File: src/rtl/rs_pkg.sv
// Shared constants, FSM state type and GF(8) index/vector conversions for the
// RS(7,3) encoder (primitive polynomial x^3+x+1).
package rs_pkg;

   localparam int RS_N     = 7;
   localparam int RS_K     = 3;
   localparam int RS_SYM_W = 3;
   localparam int RS_MSG_W = RS_K * RS_SYM_W;
   localparam int RS_CW_W  = RS_N * RS_SYM_W;

   // Generator coefficients in index form: 0 is zero, i is alpha^(i-1).
   localparam logic [RS_SYM_W-1:0] RS_G3 = 3'd4;
   localparam logic [RS_SYM_W-1:0] RS_G2 = 3'd1;
   localparam logic [RS_SYM_W-1:0] RS_G1 = 3'd2;
   localparam logic [RS_SYM_W-1:0] RS_G0 = 3'd4;

   typedef enum logic [1:0] {
      ST_IDLE  = 2'd0,
      ST_SHIFT = 2'd1,
      ST_DONE  = 2'd2
   } rs_state_e;

   function automatic logic [RS_SYM_W-1:0] idx2vec(input logic [RS_SYM_W-1:0] idx);
      logic [RS_SYM_W-1:0] v;
      case (idx)
         3'd1:    v = 3'b001;
         3'd2:    v = 3'b010;
         3'd3:    v = 3'b100;
         3'd4:    v = 3'b011;
         3'd5:    v = 3'b110;
         3'd6:    v = 3'b111;
         3'd7:    v = 3'b101;
         default: v = 3'b000;
      endcase
      return v;
   endfunction

   function automatic logic [RS_SYM_W-1:0] vec2idx(input logic [RS_SYM_W-1:0] vec);
      logic [RS_SYM_W-1:0] i;
      case (vec)
         3'b001:  i = 3'd1;
         3'b010:  i = 3'd2;
         3'b100:  i = 3'd3;
         3'b011:  i = 3'd4;
         3'b110:  i = 3'd5;
         3'b111:  i = 3'd6;
         3'b101:  i = 3'd7;
         default: i = 3'd0;
      endcase
      return i;
   endfunction

endpackage

File: src/rtl/rs_gf_mul.sv
// Combinational GF(8) multiplier on index-form symbols: exponents add modulo 7,
// a zero operand forces a zero product.
module rs_gf_mul
   import rs_pkg::*;
(
   input  logic [RS_SYM_W-1:0] a_i,
   input  logic [RS_SYM_W-1:0] b_i,
   output logic [RS_SYM_W-1:0] p_o
);

   logic [RS_SYM_W:0] exp_sum;

   always_comb begin
      exp_sum = {1'b0, a_i} + {1'b0, b_i} - 4'd2;
      if (exp_sum >= 4'd7) begin
         exp_sum = exp_sum - 4'd7;
      end
      if ((a_i == '0) || (b_i == '0)) begin
         p_o = '0;
      end else begin
         p_o = exp_sum[RS_SYM_W-1:0] + 3'd1;
      end
   end

endmodule

File: src/rtl/rs_encoder.sv
// Systematic RS(7,3) encoder: 4-stage parity LFSR stepped one message symbol per cycle.
// Optional RS_ENC_B2B_EN lets a new message be accepted on the edge the codeword is consumed.
module rs_encoder
   import rs_pkg::*;
(
   input  logic                clk,
   input  logic                reset,
   input  logic                in_valid,
   output logic                in_ready,
   input  logic [RS_MSG_W-1:0] message,
   output logic                out_valid,
   input  logic                out_ready,
   output logic [RS_CW_W-1:0]  codeword
);

   // Handshake: a transfer happens on a rising edge where valid and ready are both high;
   // out_valid/codeword stay frozen until out_ready is seen.
   rs_state_e                       state_q, state_d;
   logic [RS_MSG_W-1:0]             msg_q, msg_d;
   logic [3:0][RS_SYM_W-1:0]        r_q, r_d;
   logic [1:0]                      cnt_q, cnt_d;
   logic [RS_CW_W-1:0]              cw_q, cw_d;

   logic [RS_SYM_W-1:0]             cur_sym;
   logic [RS_SYM_W-1:0]             f_vec, f_idx;
   logic [RS_SYM_W-1:0]             p3, p2, p1, p0;
   logic [3:0][RS_SYM_W-1:0]        step_r;
   logic                            accept;

`ifdef RS_ENC_B2B_EN
   assign in_ready = (state_q == ST_IDLE) | ((state_q == ST_DONE) & out_ready);
`else
   assign in_ready = (state_q == ST_IDLE);
`endif

   assign accept    = in_valid & in_ready;
   assign out_valid = (state_q == ST_DONE);
   assign codeword  = cw_q;

   // Parity registers live in vector form so feedback addition is a plain XOR.
   always_comb begin
      case (cnt_q)
         2'd0:    cur_sym = msg_q[8:6];
         2'd1:    cur_sym = msg_q[5:3];
         default: cur_sym = msg_q[2:0];
      endcase
      f_vec = idx2vec(cur_sym) ^ r_q[3];
      f_idx = vec2idx(f_vec);
   end

   rs_gf_mul u_mul3 (.a_i(f_idx), .b_i(RS_G3), .p_o(p3));
   rs_gf_mul u_mul2 (.a_i(f_idx), .b_i(RS_G2), .p_o(p2));
   rs_gf_mul u_mul1 (.a_i(f_idx), .b_i(RS_G1), .p_o(p1));
   rs_gf_mul u_mul0 (.a_i(f_idx), .b_i(RS_G0), .p_o(p0));

   assign step_r[3] = r_q[2] ^ idx2vec(p3);
   assign step_r[2] = r_q[1] ^ idx2vec(p2);
   assign step_r[1] = r_q[0] ^ idx2vec(p1);
   assign step_r[0] = idx2vec(p0);

   always_comb begin
      state_d = state_q;
      msg_d   = msg_q;
      r_d     = r_q;
      cnt_d   = cnt_q;
      cw_d    = cw_q;
      case (state_q)
         ST_IDLE: begin
            if (accept) begin
               msg_d   = message;
               r_d     = '0;
               cnt_d   = 2'd0;
               state_d = ST_SHIFT;
            end
         end
         ST_SHIFT: begin
            r_d   = step_r;
            cnt_d = cnt_q + 2'd1;
            if (cnt_q == 2'd2) begin
               cw_d    = {msg_q, vec2idx(step_r[3]), vec2idx(step_r[2]),
                          vec2idx(step_r[1]), vec2idx(step_r[0])};
               state_d = ST_DONE;
            end
         end
         ST_DONE: begin
            // accept can only be high here in back-to-back mode, and it implies out_ready.
            if (accept) begin
               msg_d   = message;
               r_d     = '0;
               cnt_d   = 2'd0;
               state_d = ST_SHIFT;
            end else if (out_ready) begin
               state_d = ST_IDLE;
            end
         end
         default: state_d = ST_IDLE;
      endcase
   end

   always_ff @(posedge clk or posedge reset) begin
      if (reset) begin
         state_q <= ST_IDLE;
         msg_q   <= '0;
         r_q     <= '0;
         cnt_q   <= '0;
         cw_q    <= '0;
      end else begin
         state_q <= state_d;
         msg_q   <= msg_d;
         r_q     <= r_d;
         cnt_q   <= cnt_d;
         cw_q    <= cw_d;
      end
   end

endmodule

File: config.mk
export PLATFORM = sky130hd
export DESIGN_NAME = rs_encoder
export DESIGN_NICKNAME = d
export VERILOG_FILES = /design/src/rtl/rs_pkg.sv /design/src/rtl/rs_gf_mul.sv /design/src/rtl/rs_encoder.sv
export SDC_FILE = /design/constraint.sdc
export NUM_CORES = 1
export LEC_CHECK = 0
export CORE_UTILIZATION = 49
export CTS_CLUSTER_DIAMETER = 150
export DETAILED_ROUTE_END_ITERATION = 8
export GPL_ROUTABILITY_DRIVEN = 0
export PLACE_DENSITY_LB_ADDON = 0.3
export SETUP_SLACK_MARGIN = 0.2
export SLEW_MARGIN = 30
export SYNTH_ARGS = -nofsm -noshare
export SYNTH_HDL_FRONTEND = slang
export SYNTH_SLANG_ARGS = --single-unit
export TNS_END_PERCENT = 50
File: constraint.sdc
create_clock -name clk -period 4.25 [get_ports clk]
set_input_delay 0.85 -clock clk [delete_from_list [all_inputs] [get_ports clk]]
set_output_delay 0.85 -clock clk [all_outputs]
set_load 0.005 [all_outputs]
-- After elaboration in Yosys (flattened, before gate mapping)
Index checks and enable logic that the tools add are counted.
- bits in registers: 46
- output and inout port bits: 23
- logic and storage cells: 134
- add/subtract/negate cells: 13
- magnitude comparators: 3
- equal/unequal tests: 71
- muxes and demuxes: 25
- bitwise gates (word level): 5
- reductions and logical operators: 9
- operator list (kind ; count):
    $pmux W3 S7 ; 9
    $eq A3 B3 Y1 const B ; 36
    $eq A3 B2 Y1 const B ; 18
    $eq A3 B1 Y1 const B ; 9
    $pmux W12 S2 ; 1
    $mux W3 ; 6
    $ge A4 B3 Y1 const B ; 3
    $mux W12 ; 1
    $sub A4 B2 Y4 const B ; 3
    $xor A3 B3 Y3 ; 4
    $mux W2 ; 5
    $add A3 B1 Y3 const B ; 3
    $sub A3 B3 Y3 const B ; 3
    $pmux W2 S3 ; 1
    $pmux W3 S2 ; 1
    $reduce_and A2 Y1 ; 3
    $add A3 B1 Y4 const B ; 1
    $add A3 B2 Y4 const B ; 1
    $add A3 B3 Y4 const B ; 1
    $eq A2 B1 Y1 const B ; 2
    $eq A2 B2 Y1 const B ; 2
    $logic_not A2 Y1 ; 2
    $ne A2 B1 Y1 const B ; 2
    $pmux W2 S2 ; 1
    other kinds (8) ; 8

-- Depth between registers and ports, before layout
Gate-level depths: netlist of run 1.
- word-level depth: 18
- gate-level depth with buffers: 19
- depth with buffers taken out: 18

-- Modules after synthesis
A second synthesis of run 1 with hierarchy kept.
- cell total of the unflattened synthesis: 397
- area, all modules: 3434.5 µm²
- by module, submodules not included (module ; times used ; cells each ; area an instance (µm²)):
    rs_encoder ; 1 ; 269 ; 2488.6
    rs_gf_mul ; 4 ; 32 ; 236.5

-- Least setup slack after synthesis of run 1
Ideal clock, no wire load.
- path kind: reg2reg
- start point: reg cnt_q[0]
- end point: reg cw_q[11], in the netlist codeword[11]
- library setup time: 0.076 ns
- data arrival time: 3.994 ns
- required time: 4.174 ns
- setup slack: 0.179 ns
- stages on the path, launching flop included: 20
- cells stage by stage: dfrtp_1 > inv_1 > ha_1 > buf_6 > nor3b_1 > nor2_1 > maj3_1 > xnor2_2 > buf_4 > xnor2_1 > ha_1 > ha_1 > nor2b_1 > nor2_1 > a31oi_1 > o211ai_1 > a32oi_2 > xor2_1 > maj3_1 > o21ai_1
- word-level cells in the longest chain between the ends: 18
- ends and longest elaborated chain (element ; line ; RTL):
    start, declared ; rs_encoder.sv:21 ; logic [1:0] cnt_q, cnt_d;
    start signal, assigned ; rs_encoder.sv:111 ; cnt_q <= cnt_d;
    $eq A2 B1 Y1 / $logic_not A2 Y1 (equally long branches) ; rs_encoder.sv:42 ; case (cnt_q)
    $pmux W3 S2 ; rs_encoder.sv:42 ;
    $eq A3 B3 Y1 (tied with other cells) ; rs_pkg.sv:25 ; case (idx)
    $pmux W3 S7 ; rs_pkg.sv:25 ;
    $xor A3 B3 Y3 ; rs_encoder.sv:47 ; f_vec = idx2vec(cur_sym) ^ r_q[3];
    $eq A3 B3 Y1 (tied with other cells) ; rs_pkg.sv:40 ; case (vec)
    $pmux W3 S7 ; rs_pkg.sv:40 ;
    $add A3 B3 Y4 ; rs_gf_mul.sv:14 ; exp_sum = {1'b0, a_i} + {1'b0, b_i} - 4'd2;
    (+2 left out) ; - ;
    $mux W3 ; rs_gf_mul.sv:15 ; if (exp_sum >= 4'd7) begin
    $add A3 B1 Y3 ; rs_gf_mul.sv:21 ; p_o = exp_sum[RS_SYM_W-1:0] + 3'd1;
    $mux W3 ; rs_gf_mul.sv:18 ; if ((a_i == '0) || (b_i == '0)) begin
    $eq A3 B3 Y1 (tied with other cells) ; rs_pkg.sv:25 ;
    $pmux W3 S7 ; rs_pkg.sv:25 ;
    $xor A3 B3 Y3 ; rs_encoder.sv:56 ; assign step_r[3] = r_q[2] ^ idx2vec(p3);
    $eq A3 B3 Y1 (tied with other cells) ; rs_pkg.sv:40 ;
    $pmux W3 S7 ; rs_pkg.sv:40 ;
    end signal, assigned ; rs_encoder.sv:112 ; cw_q <= cw_d;
    end, declared ; rs_encoder.sv:22 ; logic [RS_CW_W-1:0] cw_q, cw_d;
Parallel ways exist; a longest one is shown, timed or not.
A chain may end at the register's enable or synchronous reset.

-- Final worst setup path of run 1
- start point: reg cnt_q[0]
- end point: reg cw_q[10], in the netlist codeword[10]
The elaborated chain is that of the path after synthesis.

==> results of run 1 <==
==> stage by stage <==
step | hold slack [ns] | utilization, % | instances | instance area, sq um | setup TNS (ns)
final | 0.483 | 67.3 | 396 | 3440 | 0
after global routing | 0.504 | 67.3 | 396 | 3440 | 0
after CTS | 0.489 | 64.8 | 391 | 3310 | 0
after detailed placement | 0.469 | 60.1 | 378 | 3070 | -0.00128
after global placement | 0.459 | 60.1 | 378 | 3070 | 0
after floorplan | 0.456 | - | 273 | 2590 | 0
==> synth_stat cells (all sizes together), types with 7 or more instances <==
cell / n
nand3: 17
clkbuf: 8
nand2: 47
xor2: 7
ha: 7
o21ai: 30
inv: 12
a21oi: 8
mux2: 10
dfrtp: 46
xnor2: 8
nor2: 14
==> worst reg2reg max path, delay by kind of cell, from the launching register on <==
family / cells / cell delay, ns
AOI/OAI and AO/OA: 7 / 1.33
and+or+nand+nor: 4 / 0.65
buffers and inverters: 4 / 0.56
adders and majority gates: 2 / 0.49
DFF: 1 / 0.43
xor gates and xnor gates: 2 / 0.43
==> cell usage in the layout, fill, tap and decap left out, drive strengths merged, types with 4 or more instances in the layout <==
master,count
nand2,47
dfrtp,46
clkdlybuf4s50,35
o21ai,30
buf,23
nand3,17
nor2,14
inv,12
mux2,10
a21oi,8
xnor2,8
clkbuf,7
xor2,7
ha,7
nand2b,4
a31oi,4
maj3,4
==> worst max-delay path by stage <==
stage / startpoint / endpoint / slack, ns / cells past startpoint
floorplan: cnt_q[0] / codeword[11] / 0.22 / 18
global placement: cnt_q[0] / codeword[11] / 0.12 / 16
detailed placement: cnt_q[0] / codeword[11] / -0.001 / 16
CTS: cnt_q[0] / codeword[11] / 0.22 / 17
global route: cnt_q[0] / codeword[4] / 0.13 / 18
finish: cnt_q[0] / codeword[10] / 0.29 / 19
==> state kept, by name, summed over array words and instances (netlist names) <==
name      count
cnt_q         2
codeword     21
msg_q         9
r_q          12
state_q       2
==> metal layers <==
layer	wire length, um	vias to the layer above
li1	-	1052
met1	2590	1070
met2	3090	38
met3	154	8
met4	83	0
met5	0	-
==> logic make-up after synthesis <==
group	after synthesis	synth area share (%)
adders and majority gates	11	4.93
and+or+nand+nor	94	16.3
AOI/OAI and AO/OA	67	17.4
muxes	13	5.51
xor gates and xnor gates	17	7.20
DFF	46	44.4
buffers and inverters	25	4.15
==> cell type report <==
cell class / instances / area (sq um) / area share [%]
well taps: 70 / 87.6 / 2.55
repair buffers: 58 / 527 / 15.3
flip-flops and latches: 46 / 1150 / 33.5
inverters: 12 / 46.3 / 1.35
clock buffers: 7 / 86.3 / 2.51
clock inverters: 1 / 8.76 / 0.255
multi-input cells: 202 / 1530 / 44.5
==> repair_timing <==
item / 4_1_cts / 5_1_grt
pin swaps: 11 / 13
setup buffers: 5 / 5
gates resized for setup: 21 / 18
hold buffers: 0 / 0
setup endpoints to repair: 4 / 6
==> flow_summary_export.csv, run 1 <==
group,metric,value,unit
placed_design,dp_slack,-0.00128,ns
global_route,grt_pass1_vias,2022,
synth,yosys_most_used_dff,"dfrtp_1",
clock_tree,cts_sinks,46,
run,maxCapViolCount,0,
synth,ys_ff_latch,46,
hold_path,min-delay-start,"codeword[7]",
global_route,grt.total_usage,21.7,%
synth,synth_area_per_cell,9.49,sq um
synth,synth_edf_count,0,
synth,ys_types,49,
worst_setup_path,crit_top_cell,"buf_4",
timing,setup_violations,0,
final_layout,fill_cells,390,
worst_setup_path,reg2reg_depth,19,
clock_tree,htreeDepth,2,
global_route,grt_busiest_layer,"met2",
worst_setup_path,r2r-end,"codeword[10]",
final_layout,layout-drive-gt1-share,24.8,%
timing,worst_pin_slew,0.848,ns
worst_setup_path,ff2ff_setup_slack,0.29,ns
synth,synthesis.nets,293,
hold_path,worstHoldEndpoint,"codeword[7]",
timing,fin_crit,3.96,ns
clock_tree,cts_buffer_depth,2,
final_layout,diodes,0,
worst_setup_path,arrival,4.20,ns
synth,syn_inst,273,
clock_tree,cts_inserted_buffers,5,
timing,slew_violations,0,
global_route,overflow,0,
placed_design,port_buffers,35,
detailed_routing,ant_nets,0,
global_route,met1_usage,26.7,%
timing,rsz0062_at_grt,"true",
detailed_routing,wl,5910,um
placed_design,hpwl,3780,um
worst_setup_path,cp-end-kind,"register",
floorplan,core-area,5110,sq um
floorplan,fp.dieArea,5580,sq um
synth,yosysSeqAreaShare,44.4,%
clock_tree,clock_latency,0.30,ns
global_route,met2_usage,38.3,%
clock_tree,cts_root_buffer,"clkbuf_8",
floorplan,die_h,74.7,um
synth,postSynth.asyncResetShare,100,%
global_route,antenna_found_initial,0,
detailed_routing,num_vias,2168,
final_layout,syn_to_final_growth,32.8,%
worst_setup_path,path_class,"register to register",
worst_setup_path,critPathRequiredTime,4.49,ns
worst_setup_path,slowest_stage,"dfrtp_2",
timing,slew_headroom,43.5,%
floorplan,rows,26,
detailed_routing,drc,0,
detailed_routing,vias_per_cell,5.47,
detailed_routing,wire_per_inst,14.9,um
floorplan,initial_core_util,50.7,%
worst_setup_path,slowest_delay,0.43,ns
global_route,grt_max_degree,47,
global_route,grt_pass1_wl,9240,um
hold_path,hold_class,"register to register",
worst_setup_path,crit_family,"compound AO/OA/AOI/OAI gates",
timing,clock_skew,0.00706,ns
status,status,"complete, no violations",
floorplan,fp.dieW,74.7,um
timing,fmax,0.252,GHz
detailed_routing,first_iter_violations,163,
worst_setup_path,worst-path-buf-inv,4,
floorplan,ios,36,
timing,final.setup.worst_slack,0.287,ns
final_layout,nets,345,
worst_setup_path,rr_startpoint,"cnt_q[0]",
hold_path,hold_path_depth,2,
detailed_routing,first_pass_iters,4,
worst_setup_path,start_kind,"register",
worst_setup_path,crit_fanout,5,
synth,synthTopCellsByArea,"dfrtp_1, nand2_1, o21ai_0",
timing,period_share,93.2,%
worst_setup_path,path_cells,"inv_2 -> ha_4 -> or3b_4 -> a211oi_4 -> xnor3_2 -> buf_4 -> o21ai_2 -> o21ai_2 -> buf_4 -> ha_2 -> nor2b_4 -> nor2_1 -> a31oi_1 -> o211ai_1 -> a32oi_2 -> buf_4 -> xnor2_2 -> o41a_1 -> nand2_1",
global_route,gr-usage-met3,4.15,%
synth,syn_area,2590,sq um
synth,yosysTopAreaCellShare,44.4,%
synth,synth_warnings,0,
clock_tree,cts_tree,"done",
synth,synth_top_area_cell,"dfrtp_1",
clock_tree,cts.clk_slew.worst_paths,0.09,ns
timing,finalHoldViolations,0,
Power of run 1 is not shown: default switching activity piles up to over one toggle a cycle in this logic, so the estimate is an artifact.
==> run 2, diff against run 1 <==
- CORE_UTILIZATION: 49 -> 57
- DONT_BUFFER_PORTS: not set -> 1
- GPL_TIMING_DRIVEN: not set -> 0
==> run 2 against run 1 <==
Against the previous run:
- die area is 14% lower
- critical endpoint unchanged
- via count is 1.5% lower
- critical path depth is 1 lower
- clock-buffer cell count stayed put
- sequential cell count stayed put
- final area is 7.0% lower
==> flow_summary_export.csv, run 2 (synthesis gave the netlist of run 1 again) <==
group,metric,value,unit
worst_setup_path,crit_family,"compound AO/OA/AOI/OAI gates",
clock_tree,cts_inserted_buffers,5,
timing,slew_violations,0,
global_route,grt.total_usage,26.1,%
timing,worst_pin_slew,0.640,ns
final_layout,multi_input_comb_area,1600,sq um
clock_tree,cts_buffer_depth,2,
global_route,grt_pass1_wl,9960,um
worst_setup_path,worst-path-buf-inv,4,
worst_setup_path,arrival,4.31,ns
worst_setup_path,ff2ff_setup_slack,0.19,ns
final_layout,layout-drive-gt1-share,27.7,%
final_layout,syn_to_final_growth,23.5,%
detailed_routing,first_iter_violations,142,
floorplan,core-area,4350,sq um
run,maxCapViolCount,0,
floorplan,fp.dieW,69.4,um
detailed_routing,drc,0,
global_route,grt_pass1_vias,2095,
worst_setup_path,critPathRequiredTime,4.50,ns
worst_setup_path,path_cells,"ha_4 -> buf_8 -> or3b_4 -> a211oi_4 -> xnor3_2 -> buf_4 -> buf_2 -> a21oi_4 -> ha_4 -> nor2b_4 -> o21ai_1 -> nand3_1 -> o211ai_1 -> a32oi_2 -> buf_4 -> xnor2_2 -> o41a_1 -> nand2_1",
detailed_routing,wire_per_inst,17.3,um
floorplan,fp.dieArea,4820,sq um
global_route,overflow,0,
worst_setup_path,cp-end-kind,"register",
global_route,met1_usage,33.8,%
clock_tree,cts.clk_slew.worst_paths,0.09,ns
worst_setup_path,crit_fanout,10,
timing,slew_headroom,57.2,%
hold_path,hold_class,"primary input to async pin",
clock_tree,cts_sinks,46,
detailed_routing,num_vias,2135,
placed_design,port_buffers,0,
worst_setup_path,path_class,"register to register",
detailed_routing,vias_per_cell,6.07,
clock_tree,clock_latency,0.31,ns
global_route,met2_usage,43.9,%
worst_setup_path,start_kind,"register",
final_layout,final_cell_mix,"nand2_1, dfrtp_1, o21ai_0",
clock_tree,cts_tree,"done",
final_layout,fill_cells,298,
worst_setup_path,critPathLaunch,"cnt_q[0]",
final_layout,final_cells,352,
worst_setup_path,path_depth,18,
clock_tree,htreeDepth,2,
floorplan,rows,24,
placed_design,dp_slack,-0.356,ns
final_layout,post-route-util,73.5,%
clock_tree,cts_root_buffer,"clkbuf_8",
global_route,antenna_found_initial,0,
placed_design,hpwl,3900,um
global_route,grt_max_degree,32,
timing,setup_violations,0,
timing,finalHoldViolations,0,
timing,rsz0062_at_grt,"true",
worst_setup_path,slowest_delay,0.45,ns
final_layout,final_common_cell,"nand2_1",
worst_setup_path,reg2reg_depth,18,
timing,period_share,95.6,%
placed_design,place_inst,326,
worst_setup_path,rr_startpoint,"cnt_q[0]",
global_route,gr-usage-met3,4.36,%
final_layout,diodes,0,
status,status,"complete, no violations",
detailed_routing,first_pass_iters,4,
timing,fmax,0.246,GHz
detailed_routing,ant_nets,0,
floorplan,die_h,69.4,um
timing,tns,0,ns
worst_setup_path,slowest_stage,"dfrtp_2",
detailed_routing,wl,6070,um
floorplan,initial_core_util,59.5,%
floorplan,ios,36,
final_layout,largest_reg_flops,21,
final_layout,nets,319,
timing,fin_crit,4.06,ns
global_route,grt_busiest_layer,"met2",
timing,clock_skew,0.00495,ns
final_layout,regArea,1150,sq um
timing,final.setup.worst_slack,0.186,ns
worst_setup_path,r2r-end,"codeword[10]",
clock_tree,ctsHoldBuffers,0,
worst_setup_path,setup.worst_path.end,"codeword[10]",
[run 2: cell count changes in the layout (fill, tap and decap cells not counted), sizes merged]
cell | previous run | this run
clkbuf | 7 | 16
clkinv | 1 | 0
clkdlybuf4s50 | 35 | 0
inv | 12 | 13
[run 2: layout make-up]
class / instances / share of cell area [%]
clock inverter: 1 / 0.274
timing repair buffer: 19 / 5.44
sequential: 46 / 36.0
multi-input combinational: 202 / 49.9
buffer: 13 / 2.27
tap: 52 / 2.03
inverter: 12 / 1.41
clock buffer: 7 / 2.70
[run 2: worst min path at each step]
stage | startpoint | slack, ns | to | cells past startpoint
floorplan | msg_q[2] | 0.46 | msg_q[2] | 2
global placement | msg_q[2] | 0.48 | msg_q[2] | 2
detailed placement | codeword[4] | 0.50 | codeword[4] | 2
CTS | reset | 0.40 | state_q[1] | 1
global route | reset | 0.41 | state_q[1] | 1
finish | reset | 0.39 | codeword[6] | 1
[run 2: per-stage QoR]
stage                     hold WS, ns  instance area [sq um]
after global placement          0.476                   2660
final                           0.385                   3200
after CTS                       0.399                   3020
after detailed placement        0.496                   2680
after floorplan                 0.456                   2590
after global routing            0.406                   3200
[run 2: what timing repair did]
action,in CTS,in global routing
pin swaps,15,13
buffers inserted,10,6
setup endpoints to repair,14,11
endpoints found under the hold margin,0,0
cloned,1,1
resized for setup,34,20
[run 2: layer usage]
layer,vias up,part of all wire [%]
met5,-,0
met4,0,2.4
met3,14,3.9
met2,58,53
met1,1055,41
li1,1008,-
Power of run 2 is left out for the same reason.
==> run 3, diff against run 2 <==
- TNS_END_PERCENT: 50 -> not set
==> results of run 3 <==
The final DEF is identical to that of run 2; final timing and power are the same.
Power of run 3 is left out for the same reason.
